File: src/rtl/tabela_pkg.sv
// rtl/tabela_pkg.sv - shared types and defaults for the tabela truth-table unit
package tabela_pkg;

  typedef enum logic {
    IDLE  = 1'b0,
    SWEEP = 1'b1
  } state_e;

  // s = x'w + yz + xw' with index {x,y,w,z}, x MSB
  localparam logic [15:0] INIT_DEFAULT = 16'hB3EC;

endpackage

File: src/rtl/tabela_seq_if.sv
// rtl/tabela_seq_if.sv - control/result bundle of the tabela truth-table unit
interface tabela_seq_if #(
  parameter int N = 4
);
  localparam int TW = 1 << N;

  logic          load;
  logic [TW-1:0] tbl_in;
  logic          mode;
  logic          start;
  logic [N-1:0]  x;
  logic          s;
  logic [N-1:0]  vec;
  logic          s_valid;
  logic          busy;
  logic          done;
  logic [N:0]    ones;
  logic [TW-1:0] result;

  modport master (
    output load, tbl_in, mode, start, x,
    input  s, vec, s_valid, busy, done, ones, result
  );

  modport slave (
    input  load, tbl_in, mode, start, x,
    output s, vec, s_valid, busy, done, ones, result
  );
endinterface

File: src/rtl/tabela_lut.sv
// rtl/tabela_lut.sv - combinational TW:1 table lookup
module tabela_lut #(
  parameter int N = 4
) (
  input  logic [(1<<N)-1:0] tbl,
  input  logic [N-1:0]      idx,
  output logic              bit_o
);

  assign bit_o = tbl[idx];

endmodule

File: src/rtl/tabela_seq.sv
// rtl/tabela_seq.sv - loadable N-input truth table with direct and sweep evaluation
module tabela_seq
  import tabela_pkg::*;
#(
  parameter int                 N    = 4,
  parameter logic [(1<<N)-1:0]  INIT = INIT_DEFAULT
) (
  input  logic        clk,
  input  logic        rst_n,
  tabela_seq_if.slave bus
);

  localparam int TW = 1 << N;

  state_e        state_q, state_d;
  logic [N-1:0]  cnt_q, cnt_d;
  logic [TW-1:0] tbl_q, tbl_d;
  logic          s_q, s_d;
  logic [N-1:0]  vec_q, vec_d;
  logic          s_valid_q, s_valid_d;
  logic          busy_q, busy_d;
  logic          done_q, done_d;
  logic [N:0]    ones_q, ones_d;
  logic [TW-1:0] result_q, result_d;

  logic [N-1:0]  lut_idx;
  logic          lut_bit;

  // One lookup serves both modes: the sweep counter owns it while sweeping.
  assign lut_idx = (state_q == SWEEP) ? cnt_q : bus.x;

  tabela_lut #(.N(N)) u_lut (
    .tbl   (tbl_q),
    .idx   (lut_idx),
    .bit_o (lut_bit)
  );

  always_comb begin
    state_d   = state_q;
    cnt_d     = cnt_q;
    tbl_d     = tbl_q;
    s_d       = s_q;
    vec_d     = vec_q;
    s_valid_d = s_valid_q;
    busy_d    = busy_q;
    done_d    = 1'b0;
    ones_d    = ones_q;
    result_d  = result_q;

    case (state_q)
      IDLE: begin
        if (bus.load) begin
          tbl_d = bus.tbl_in;
        end
        if (!bus.mode) begin
          s_d       = lut_bit;
          vec_d     = bus.x;
          s_valid_d = 1'b1;
        end else begin
          s_valid_d = 1'b0;
          if (bus.start) begin
            state_d  = SWEEP;
            cnt_d    = '0;
            busy_d   = 1'b1;
            ones_d   = '0;
            result_d = '0;
          end
        end
      end

      SWEEP: begin
        s_d               = lut_bit;
        vec_d             = cnt_q;
        s_valid_d         = 1'b1;
        result_d[cnt_q]   = lut_bit;
        ones_d            = ones_q + {{N{1'b0}}, lut_bit};
        cnt_d             = cnt_q + {{(N-1){1'b0}}, 1'b1};
        if (cnt_q == N'(TW - 1)) begin
          state_d = IDLE;
          busy_d  = 1'b0;
          done_d  = 1'b1;
        end
      end

      default: state_d = IDLE;
    endcase
  end

  always_ff @(posedge clk or negedge rst_n) begin
    if (!rst_n) begin
      state_q   <= IDLE;
      cnt_q     <= '0;
      tbl_q     <= INIT;
      s_q       <= 1'b0;
      vec_q     <= '0;
      s_valid_q <= 1'b0;
      busy_q    <= 1'b0;
      done_q    <= 1'b0;
      ones_q    <= '0;
      result_q  <= '0;
    end else begin
      state_q   <= state_d;
      cnt_q     <= cnt_d;
      tbl_q     <= tbl_d;
      s_q       <= s_d;
      vec_q     <= vec_d;
      s_valid_q <= s_valid_d;
      busy_q    <= busy_d;
      done_q    <= done_d;
      ones_q    <= ones_d;
      result_q  <= result_d;
    end
  end

  assign bus.s       = s_q;
  assign bus.vec     = vec_q;
  assign bus.s_valid = s_valid_q;
  assign bus.busy    = busy_q;
  assign bus.done    = done_q;
  assign bus.ones    = ones_q;
  assign bus.result  = result_q;

endmodule

File: src/flat_wrapper.sv
// flat-port wrapper written by rule: the top's interface ports become plain ports
module tabela_seq_flat import tabela_pkg::*;
#(
  parameter int                 N    = 4,
  parameter logic [(1<<N)-1:0]  INIT = INIT_DEFAULT
)
  (clk, rst_n, bus_load, bus_tbl_in, bus_mode, bus_start, bus_x, bus_s, bus_vec, bus_s_valid, bus_busy, bus_done, bus_ones, bus_result);
  tabela_seq_if #(.N(N)) bus_i ();
  input  logic clk;
  input  logic rst_n;
  input wire logic [$bits(bus_i.load)-1:0] bus_load;
  input wire logic [$bits(bus_i.tbl_in)-1:0] bus_tbl_in;
  input wire logic [$bits(bus_i.mode)-1:0] bus_mode;
  input wire logic [$bits(bus_i.start)-1:0] bus_start;
  input wire logic [$bits(bus_i.x)-1:0] bus_x;
  output wire logic [$bits(bus_i.s)-1:0] bus_s;
  output wire logic [$bits(bus_i.vec)-1:0] bus_vec;
  output wire logic [$bits(bus_i.s_valid)-1:0] bus_s_valid;
  output wire logic [$bits(bus_i.busy)-1:0] bus_busy;
  output wire logic [$bits(bus_i.done)-1:0] bus_done;
  output wire logic [$bits(bus_i.ones)-1:0] bus_ones;
  output wire logic [$bits(bus_i.result)-1:0] bus_result;
  assign bus_i.load = bus_load;
  assign bus_i.tbl_in = bus_tbl_in;
  assign bus_i.mode = bus_mode;
  assign bus_i.start = bus_start;
  assign bus_i.x = bus_x;
  assign bus_s = bus_i.s;
  assign bus_vec = bus_i.vec;
  assign bus_s_valid = bus_i.s_valid;
  assign bus_busy = bus_i.busy;
  assign bus_done = bus_i.done;
  assign bus_ones = bus_i.ones;
  assign bus_result = bus_i.result;
  tabela_seq #(.N(N), .INIT(INIT)) u_core (.clk(clk), .rst_n(rst_n), .bus(bus_i));
endmodule
File: config.mk
export PLATFORM = sky130hd
export DESIGN_NAME = tabela_seq_flat
export DESIGN_NICKNAME = d
export VERILOG_FILES = /design/src/rtl/tabela_pkg.sv /design/src/rtl/tabela_seq_if.sv /design/src/rtl/tabela_lut.sv /design/src/rtl/tabela_seq.sv /design/src/flat_wrapper.sv
export SDC_FILE = /design/constraint.sdc
export NUM_CORES = 1
export LEC_CHECK = 0
export BUFFER_PORTS_ARGS = -buffer_cell sky130_fd_sc_hd__buf_4
export CAP_MARGIN = 10
export CORE_MARGIN = 3
export CORE_UTILIZATION = 57
export DETAILED_ROUTE_END_ITERATION = 12
export GPL_TIMING_DRIVEN = 1
export PLACE_DENSITY = 0.94
export SETUP_SLACK_MARGIN = 0.15
export SLEW_MARGIN = 20
export SYNTH_ARGS = -nofsm -noshare
export SYNTH_HDL_FRONTEND = slang
export SYNTH_SLANG_ARGS = --single-unit
File: constraint.sdc
create_clock -name clk -period 6.9 [get_ports clk]
set_input_delay 1.035 -clock clk [delete_from_list [all_inputs] [get_ports clk]]
set_output_delay 1.035 -clock clk [all_outputs]
set_load 0.05 [all_outputs]
[Word level (Yosys, flattened, before mapping)]
Cells that the tools add are included.
Word-level totals
  output and inout port bits: 29
  logic and storage cells: 56
  bits of input ports: 25
  register bits after elaboration: 50
Operators by class
  eq/ne operators: 5
  muxes and demuxes: 31
  bitwise logic cells: 1
  reduce and logical (&&, ||, !) cells: 4
  $add $sub $neg: 2
  magnitude comparators: 3
Operators by type and width (number)
  $mux W16: 2
  $pmux W16 S2: 1
  $bwmux W16: 1
  $mux W4: 4
  $pmux W4 S2: 2
  $mux W1: 12
  $lt A4 B5 Y1 const B: 2
  $mux W5: 2
  $pmux W5 S2: 1
  $ne A2 B2 Y1 const B: 4
  $pmux W1 S2: 4
  $add A5 B1 Y5: 1
  $add A4 B1 Y4 const B: 1
  $bmux W1 S4: 1
  $demux W1 S4: 1
  $eq A4 B4 Y1 const B: 1
  $ge A4 B1 Y1 const B: 1
  $reduce_and A2 Y1: 2
  $reduce_and A3 Y1: 1
  $logic_and A1 B1 Y1: 1
  $not A1 Y1: 1

[Logic depth before layout (Yosys ltp)]
Gate-level depths: netlist (run 1).
  word-level depth: 6
  depth in mapped cells: 10
  mapped depth without buffers: 9

[By module]
Synthesis (run 1) repeated with hierarchy kept, for this count alone.
Unflattened totals
  cell total of the unflattened synthesis: 183
  area total of the unflattened synthesis: 2337.2 sq um
By module, submodules not included
  tabela_seq: area an instance 2202.1 sq um, instances 1, cells each 176
  tabela_lut: area an instance 135.1 sq um, instances 1, cells each 7

[Worst setup path before layout (run 1)]
No wires, ideal clock.
  path type: input -> register
  from: in bus_x[0]
  to: reg u_core.ones_q[2], in the netlist u_core.bus.ones[2]
  arrival: 2759 ps
  stages on the path: 9
  path slack: 4006 ps
  path through: mux2_4 mux4_2 o22ai_4 nor2_1 ha_1 ha_1 xor2_1 nand2_1 o21ai_0
On the way
  longest elaborated chain between the ends: 5
Ends and longest elaborated chain
  from (decl): RTL line flat_wrapper.sv:15  | input wire logic [$bits(bus_i.x)-1:0] bus_x;
  $mux W4: RTL line tabela_seq.sv:30  | assign lut_idx = (state_q == SWEEP) ? cnt_q : bus.x;
  $bmux W1 S4: RTL line tabela_lut.sv:10  | assign bit_o = tbl[idx];
  $mux W1 (implied by the code): RTL line tabela_lut.sv:10
  net u_core.lut_bit: RTL line tabela_seq.sv:27  | logic lut_bit;
  $add A5 B1 Y5: RTL line tabela_seq.sv:76  | ones_d = ones_q + {{N{1'b0}}, lut_bit};
  $pmux W5 S2: RTL line tabela_seq.sv:50  | case (state_q)
  to (signal assigned): RTL line tabela_seq.sv:110  | ones_q <= ones_d;
  to (decl): RTL line tabela_seq.sv:23  | logic [N:0] ones_q, ones_d;
The timed path passes the listed nets, and every way through them passes these cells. The select of a mux whose other input is x is not followed.
A chain may end at the register's enable or synchronous reset.

[Final worst setup path (run 1)]
  from: reg u_core.state_q
  to: reg u_core.ones_q[2], in the netlist u_core.bus.ones[2]
On the way
  longest elaborated chain between the ends: 5
  elaborated cells between the ends (all ways): 9
  classes of those cells: add/sub (1); eq/ne (2); mux (4); bitwise (1); reduce/logical (1)
Ends and longest elaborated chain
  from (decl): RTL line tabela_seq.sv:15  | state_e state_q, state_d;
  from (signal assigned): RTL line tabela_seq.sv:102  | state_q <= state_d;
  $mux W4: RTL line tabela_seq.sv:30
  $bmux W1 S4: RTL line tabela_lut.sv:10
  $mux W1 (implied by the code): RTL line tabela_lut.sv:10
  net u_core.lut_bit: RTL line tabela_seq.sv:27
  $add A5 B1 Y5: RTL line tabela_seq.sv:76
  $pmux W5 S2: RTL line tabela_seq.sv:50
The timed path passes the listed nets, and every way through them passes these cells. The select of a mux whose other input is x is not followed.

==> results.py, run 1 <==
metrics = {
    "status": {
        "outcome": "completed",
    },
    "synth": {
        "synth_ff_type": "dfrtp_1",
        "ys_warn_count": 0,
        "synthesis.area_um2": 2300,
        "synthTopCellsByCount": "40 x dfrtp_1, 30 x nand3_1, 23 x o21ai_0, 18 x mux2_2, 15 x nand2_1",
        "synthTopCellsByArea": "dfrtp_1 44%, dfstp_2 11%, mux2_2 8.8%",
        "synth_nets": 236,
        "yosysTopAreaCellShare_pct": 43.5,
        "synth-edff-count": 0,
        "synth-async-reset-ratio_pct": 100,
        "synth.ff_latch_count": 50,
        "yosysUniqueCellTypes": 30,
        "ys_seq_area_share_pct": 54.9,
        "yosysMostFrequentCell": "dfrtp_1",
        "avgSynthCellArea_um2": 11.2,
        "synthCells": 205,
        "synth_largest_area_cell": "dfrtp_1",
    },
    "route": {
        "drc": 0,
        "dr.first_iter.drc_count": 170,
        "antenna_left": 0,
        "routedWlPerCell_um": 16.2,
        "via_per_inst": 5.84,
        "routed_wl_um": 4930,
        "first_pass_iters": 4,
        "vias": 1774,
    },
    "critical_path": {
        "reg2reg_depth": 9,
        "path_cells": "mux2_4 -> mux4_2 -> o22ai_4 -> nor2_1 -> ha_1 -> ha_1 -> xor2_1 -> nand2_1 -> o21ai_0",
        "cp_slowest_cell": "dfrtp_2",
        "path_buf_inv": 0,
        "rrSetupSlack_ns": 3.97,
        "r2r_end": "u_core.bus.ones[2]",
        "end_kind": "flip-flop",
        "critPathMaxStageDelay_ns": 0.79,
        "crit_path_max_fanout": 42,
        "r2r-start": "u_core.state_q",
        "cp-start-kind": "flip-flop",
        "crit_family": "multiplexers",
        "critPathKind": "reg2reg",
        "cp_common_cell": "ha_1",
        "required_ns": 7.06,
        "arrival_ns": 3.09,
    },
    "final_layout": {
        "fillCellCount": 251,
        "syn2layout_area_growth_pct": 23.1,
        "multi_input_area_um2": 972,
        "antenna_cells": 0,
        "ff_latch_area_um2": 1260,
        "layout-drive-gt1-share_pct": 37.5,
        "finish.net_count": 286,
    },
    "sta": {
        "rsz0062_at_grt": "false",
        "setup_viol": 0,
        "min_period_ns": 2.93,
        "skew_ns": 0.00981,
        "worstMarginPinSlew_ns": 0.642,
        "fin_setup_tns_ns": 0,
        "relSlewSlack_pct": 57.1,
        "fin_crit_sh_pct": 42.5,
        "max_freq_mhz": 341,
        "slew_violations": 0,
        "hold_viol": 0,
    },
    "hold_path": {
        "hold_depth": 2,
        "hold_path_class": "reg2reg",
        "hp-start": "u_core.bus.busy",
        "hold_end": "u_core.bus.busy",
    },
    "global_route": {
        "grt_overflow_total": 0,
        "grt_pass1_vias": 1797,
        "grt_usage_pct": 22.3,
        "grt_max_degree": 51,
        "antenna_found_initial": 0,
        "grt_pass1_wl_um": 8660,
    },
    "clocking": {
        "clk_path_buf_depth": 2,
        "htree_levels": 2,
        "numCtsBuffers": 5,
        "cts_resized": 0,
        "cts_tree": "built",
        "clk_pin_slew_worst_paths_ns": 0.09,
        "ctsHoldBuffers": 0,
        "cts_setup_buffers": 0,
        "cts_num_sinks": 50,
        "clk_latency_ns": 0.30,
        "clockRootBuffer": "clkbuf_8",
    },
    "die": {
        "io_pins": 54,
        "die_x_um": 69.5,
        "die_area_um2": 4840,
        "dieHeight_um": 69.5,
        "coreArea_um2": 3770,
        "row_count": 22,
        "floorplan.initialDensity_pct": 61.0,
    },
    "place": {
        "dp_hpwl_um": 3680,
        "place_congestion": 0.846,
        "io_buffers": 53,
    },
    "run": {
        "cap_violations": 0,
    },
}
[layer usage]
layer	share of wire [%]	up-vias	GRT usage, %	routed length [µm]
met5	0	-	0	0
met4	2.0	0	8.03	97
met3	6.1	11	7.10	301
met2	53	65	36.7	2600
met1	39	865	27.5	1930
li1	-	833	-	-
[sequential cells by signal, summed over array words and instances, names as in the netlist, 4 cells and up]
signal	count
u_core.bus.result	16
u_core.bus.ones	5
u_core.bus.vec	4
u_core.cnt_q	4
u_core.tbl_q	16
[worst max path at each step]
stage	from	to	cells past startpoint
after floorplan	bus_x[0]	u_core.bus.ones[2]	9
after global placement	u_core.state_q	u_core.bus.ones[2]	9
after detailed placement	u_core.state_q	u_core.bus.ones[2]	9
after CTS	u_core.state_q	u_core.bus.ones[2]	9
after global routing	u_core.state_q	u_core.bus.ones[2]	9
final	u_core.state_q	u_core.bus.ones[2]	9
[kinds of logic after synthesis]
family,count (synthesis),synth area share [%]
adder cells (fa/ha/maj),6,3.26
XOR/XNOR,2,0.761
AO/OA/AOI/OAI,35,9.63
buffers and inverters,17,2.83
AND/OR/NAND/NOR,71,14.8
flip-flops,50,54.9
multiplexers,24,13.8
[cell usage in the layout (no fill, tap or decap)]
cell type	n
mux2_2	18
buf_4	54
a21oi_1	2
dfrtp_2	1
o311ai_0	1
a22oi_1	1
and2b_1	1
clkbuf_8	5
o31ai_1	1
mux2_4	1
mux4_2	4
and3_1	1
o21ai_0	23
inv_1	6
dfrtp_1	39
nand2_1	15
a31oi_1	3
o21ai_1	1
mux2i_1	1
nand4_1	7
ha_1	6
o22ai_4	2
xor2_1	2
o41ai_1	1
dfstp_2	10
nor2b_1	3
bufinv_16	1
nand3_1	30
nor3b_1	1
nor2_1	12
nor3_1	1
clkbuf_1	2
[metrics by stage]
| stage | utilization [%] | area (µm²) | hold WS (ns) | worst slack, ns | instances |
|---|---|---|---|---|---|
| floorplan | - | 2300 | 0.475 | 4.01 | 205 |
| detailed placement | 72.2 | 2720 | 0.465 | 3.58 | 296 |
| finish | 75.1 | 2830 | 0.486 | 3.97 | 304 |
| global placement | 72.2 | 2720 | 0.468 | 3.73 | 296 |
| global route | 75.1 | 2830 | 0.496 | 3.73 | 304 |
| CTS | 75.0 | 2830 | 0.486 | 3.56 | 304 |
[area by class of cell]
type | instances | area share [%]
Sequential cell | 50 | 44.7
Inverter | 6 | 0.795
Clock inverter | 1 | 1.06
Clock buffer | 7 | 2.70
Timing Repair Buffer | 54 | 14.3
Multi-Input combinational cell | 138 | 34.3
Tap cell | 48 | 2.12
[tightest hold or removal path, stage by stage (launching register included)]
cell and delay [ns]:
dfrtp_1 0.35, nand2_1 0.05, nand2_1 0.05
Power of run 1 is not shown: default switching activity piles up to over one toggle a cycle in this logic, so the estimate is an artifact.
==> inputs of run 2 (changes only) <==
--- a/config.mk
+++ b/config.mk
@@ -8,10 +8,10 @@
 export BUFFER_PORTS_ARGS = -buffer_cell sky130_fd_sc_hd__buf_4
 export CAP_MARGIN = 10
 export CORE_MARGIN = 3
-export CORE_UTILIZATION = 57
+export CORE_UTILIZATION = 53
 export DETAILED_ROUTE_END_ITERATION = 12
 export GPL_TIMING_DRIVEN = 1
-export PLACE_DENSITY = 0.94
+export PLACE_DENSITY = 0.89
 export SETUP_SLACK_MARGIN = 0.15
 export SLEW_MARGIN = 20
 export SYNTH_ARGS = -nofsm -noshare
==> constraint.sdc (replaced) <==
create_clock -name clk -period 2.83 [get_ports clk]
set_input_delay 0.4245 -clock clk [delete_from_list [all_inputs] [get_ports clk]]
set_output_delay 0.4245 -clock clk [all_outputs]
set_load 0.05 [all_outputs]
==> run 2 against run 1 <==
  * Cell count up 2.0%
  * Flip-flop and latch count unchanged
  * Non-clock buffer count up 4
  * Critical path type unchanged
  * Critical endpoint unchanged
==> results.py, run 2 (synthesis results as in run 1) <==
metrics = {
    "status": {
        "outcome": "completed",
    },
    "sta": {
        "max_freq_mhz": 405,
        "holdWs_ns": 0.134,
        "rsz0062_at_grt": "false",
        "skew_ns": 0.00277,
        "hold_viol": 0,
        "fin_crit_sh_pct": 87.2,
        "fin_setup_tns_ns": 0,
        "worstMarginPinSlew_ns": 0.629,
        "min_period_ns": 2.47,
        "setup_viol": 0,
        "relSlewSlack_pct": 58.0,
        "slew_violations": 0,
    },
    "run": {
        "cap_violations": 0,
    },
    "global_route": {
        "grt_max_degree": 51,
        "grt_overflow_total": 0,
        "grt_usage_pct": 21.1,
        "grt_pass1_vias": 1816,
        "antenna_found_initial": 0,
        "grt_pass1_wl_um": 8480,
    },
    "route": {
        "via_per_inst": 5.70,
        "routedWlPerCell_um": 15.8,
        "vias": 1768,
        "dr.first_iter.drc_count": 129,
        "drc": 0,
        "first_pass_iters": 4,
        "routed_wl_um": 4900,
        "antenna_left": 0,
    },
    "clocking": {
        "cts_setup_buffers": 0,
        "cts_num_sinks": 50,
        "clockRootBuffer": "clkbuf_8",
        "cts_tree": "built",
        "numCtsBuffers": 5,
        "clk_pin_slew_worst_paths_ns": 0.08,
        "ctsHoldBuffers": 0,
        "clk_latency_ns": 0.30,
        "htree_levels": 2,
        "cts_resized": 0,
        "clk_path_buf_depth": 2,
    },
    "critical_path": {
        "reg2reg_depth": 9,
        "cp-start-kind": "flip-flop",
        "cp_common_cell": "ha_1",
        "crit_path_max_fanout": 10,
        "required_ns": 3.01,
        "arrival_ns": 2.65,
        "cp_slowest_cell": "mux4_2",
        "critPathKind": "reg2reg",
        "end_kind": "flip-flop",
        "critPathMaxStageDelay_ns": 0.53,
        "path_cells": "mux2_4 -> mux4_2 -> o22ai_4 -> nor2_1 -> ha_1 -> ha_1 -> xor2_1 -> nand2_1 -> o21ai_0",
    },
    "final_layout": {
        "antenna_cells": 0,
        "final_cell_mix": "58 x buf_4, 40 x dfrtp_1, 30 x nand3_1, 23 x o21ai_0, 18 x mux2_2",
        "finish.net_count": 290,
        "syn2layout_area_growth_pct": 23.8,
        "utilization_pct": 69.7,
        "final_common_cell": "buf_4",
        "layout-drive-gt1-share_pct": 38.5,
    },
    "die": {
        "row_count": 23,
        "coreArea_um2": 4090,
        "floorplan.initialDensity_pct": 56.3,
        "io_pins": 54,
        "dieHeight_um": 71.9,
        "die_area_um2": 5170,
        "die_x_um": 71.9,
    },
    "place": {
        "place_congestion": 0.816,
        "dp_hpwl_um": 3780,
        "io_buffers": 53,
    },
    "hold_path": {
        "hold_path_class": "in2async",
    },
}
[run 2: cell types whose count changed in the layout (fill, tap and decap cells not counted)]
cell | before | now
clkinv_2 | 0 | 1
buf_4 | 54 | 58
clkbuf_8 | 5 | 6
dfrtp_2 | 1 | 0
clkbuf_1 | 2 | 1
dfrtp_1 | 39 | 40
bufinv_16 | 1 | 0
[run 2: final timing paths]
kind | from | end | slack (ns)
min in group clk | bus_start | u_core.cnt_q[2] | 0.32
worst max register to register | u_core.cnt_q[0] | u_core.bus.ones[2] | 0.36
worst min-delay path | rst_n | u_core.bus.result[1] | 0.13
max in group asynchronous | rst_n | u_core.tbl_q[1] | 2.30
worst max-delay path | u_core.cnt_q[0] | u_core.bus.ones[2] | 0.36
worst min register to register | u_core.bus.busy | u_core.bus.busy | 0.49
[run 2: layout make-up]
type,count,area [µm²]
Inverter,6,22.5
Clock buffer,7,86.3
Timing Repair Buffer,58,435
Tap cell,50,62.6
Multi-Input combinational cell,138,972
Clock inverter,1,5.00
Fill cell,334,1240
Sequential cell,50,1260
[run 2: per-layer routing]
layer  part of all wire (%)  global-route usage, %  vias up  wire, µm
li1                       -                      -      847         -
met5                      0                      0        -         0
met2                     50                   35.1       64      2460
met3                    6.9                   5.82        9       337
met4                    1.3                   6.26        0        66
met1                     42                   27.0      848      2040
[run 2: worst max-delay path, delay by kind of cell, from the launching register on]
kind | cells | cell delay, ns
flops | 1 | 0.50
mux | 2 | 0.80
fa+ha+maj | 2 | 0.42
xor+xnor | 1 | 0.14
compound gates | 2 | 0.36
simple gates | 2 | 0.15
[run 2: stage by stage]
stage                     setup WS, ns  cells  instance area (µm²)
after global routing             0.197    310                 2850
after CTS                        0.293    309                 2840
after floorplan                  0.506    205                 2300
final                            0.363    310                 2850
after global placement           0.378    301                 2750
after detailed placement         0.296    301                 2750
Power of run 2 is left out for the same reason.
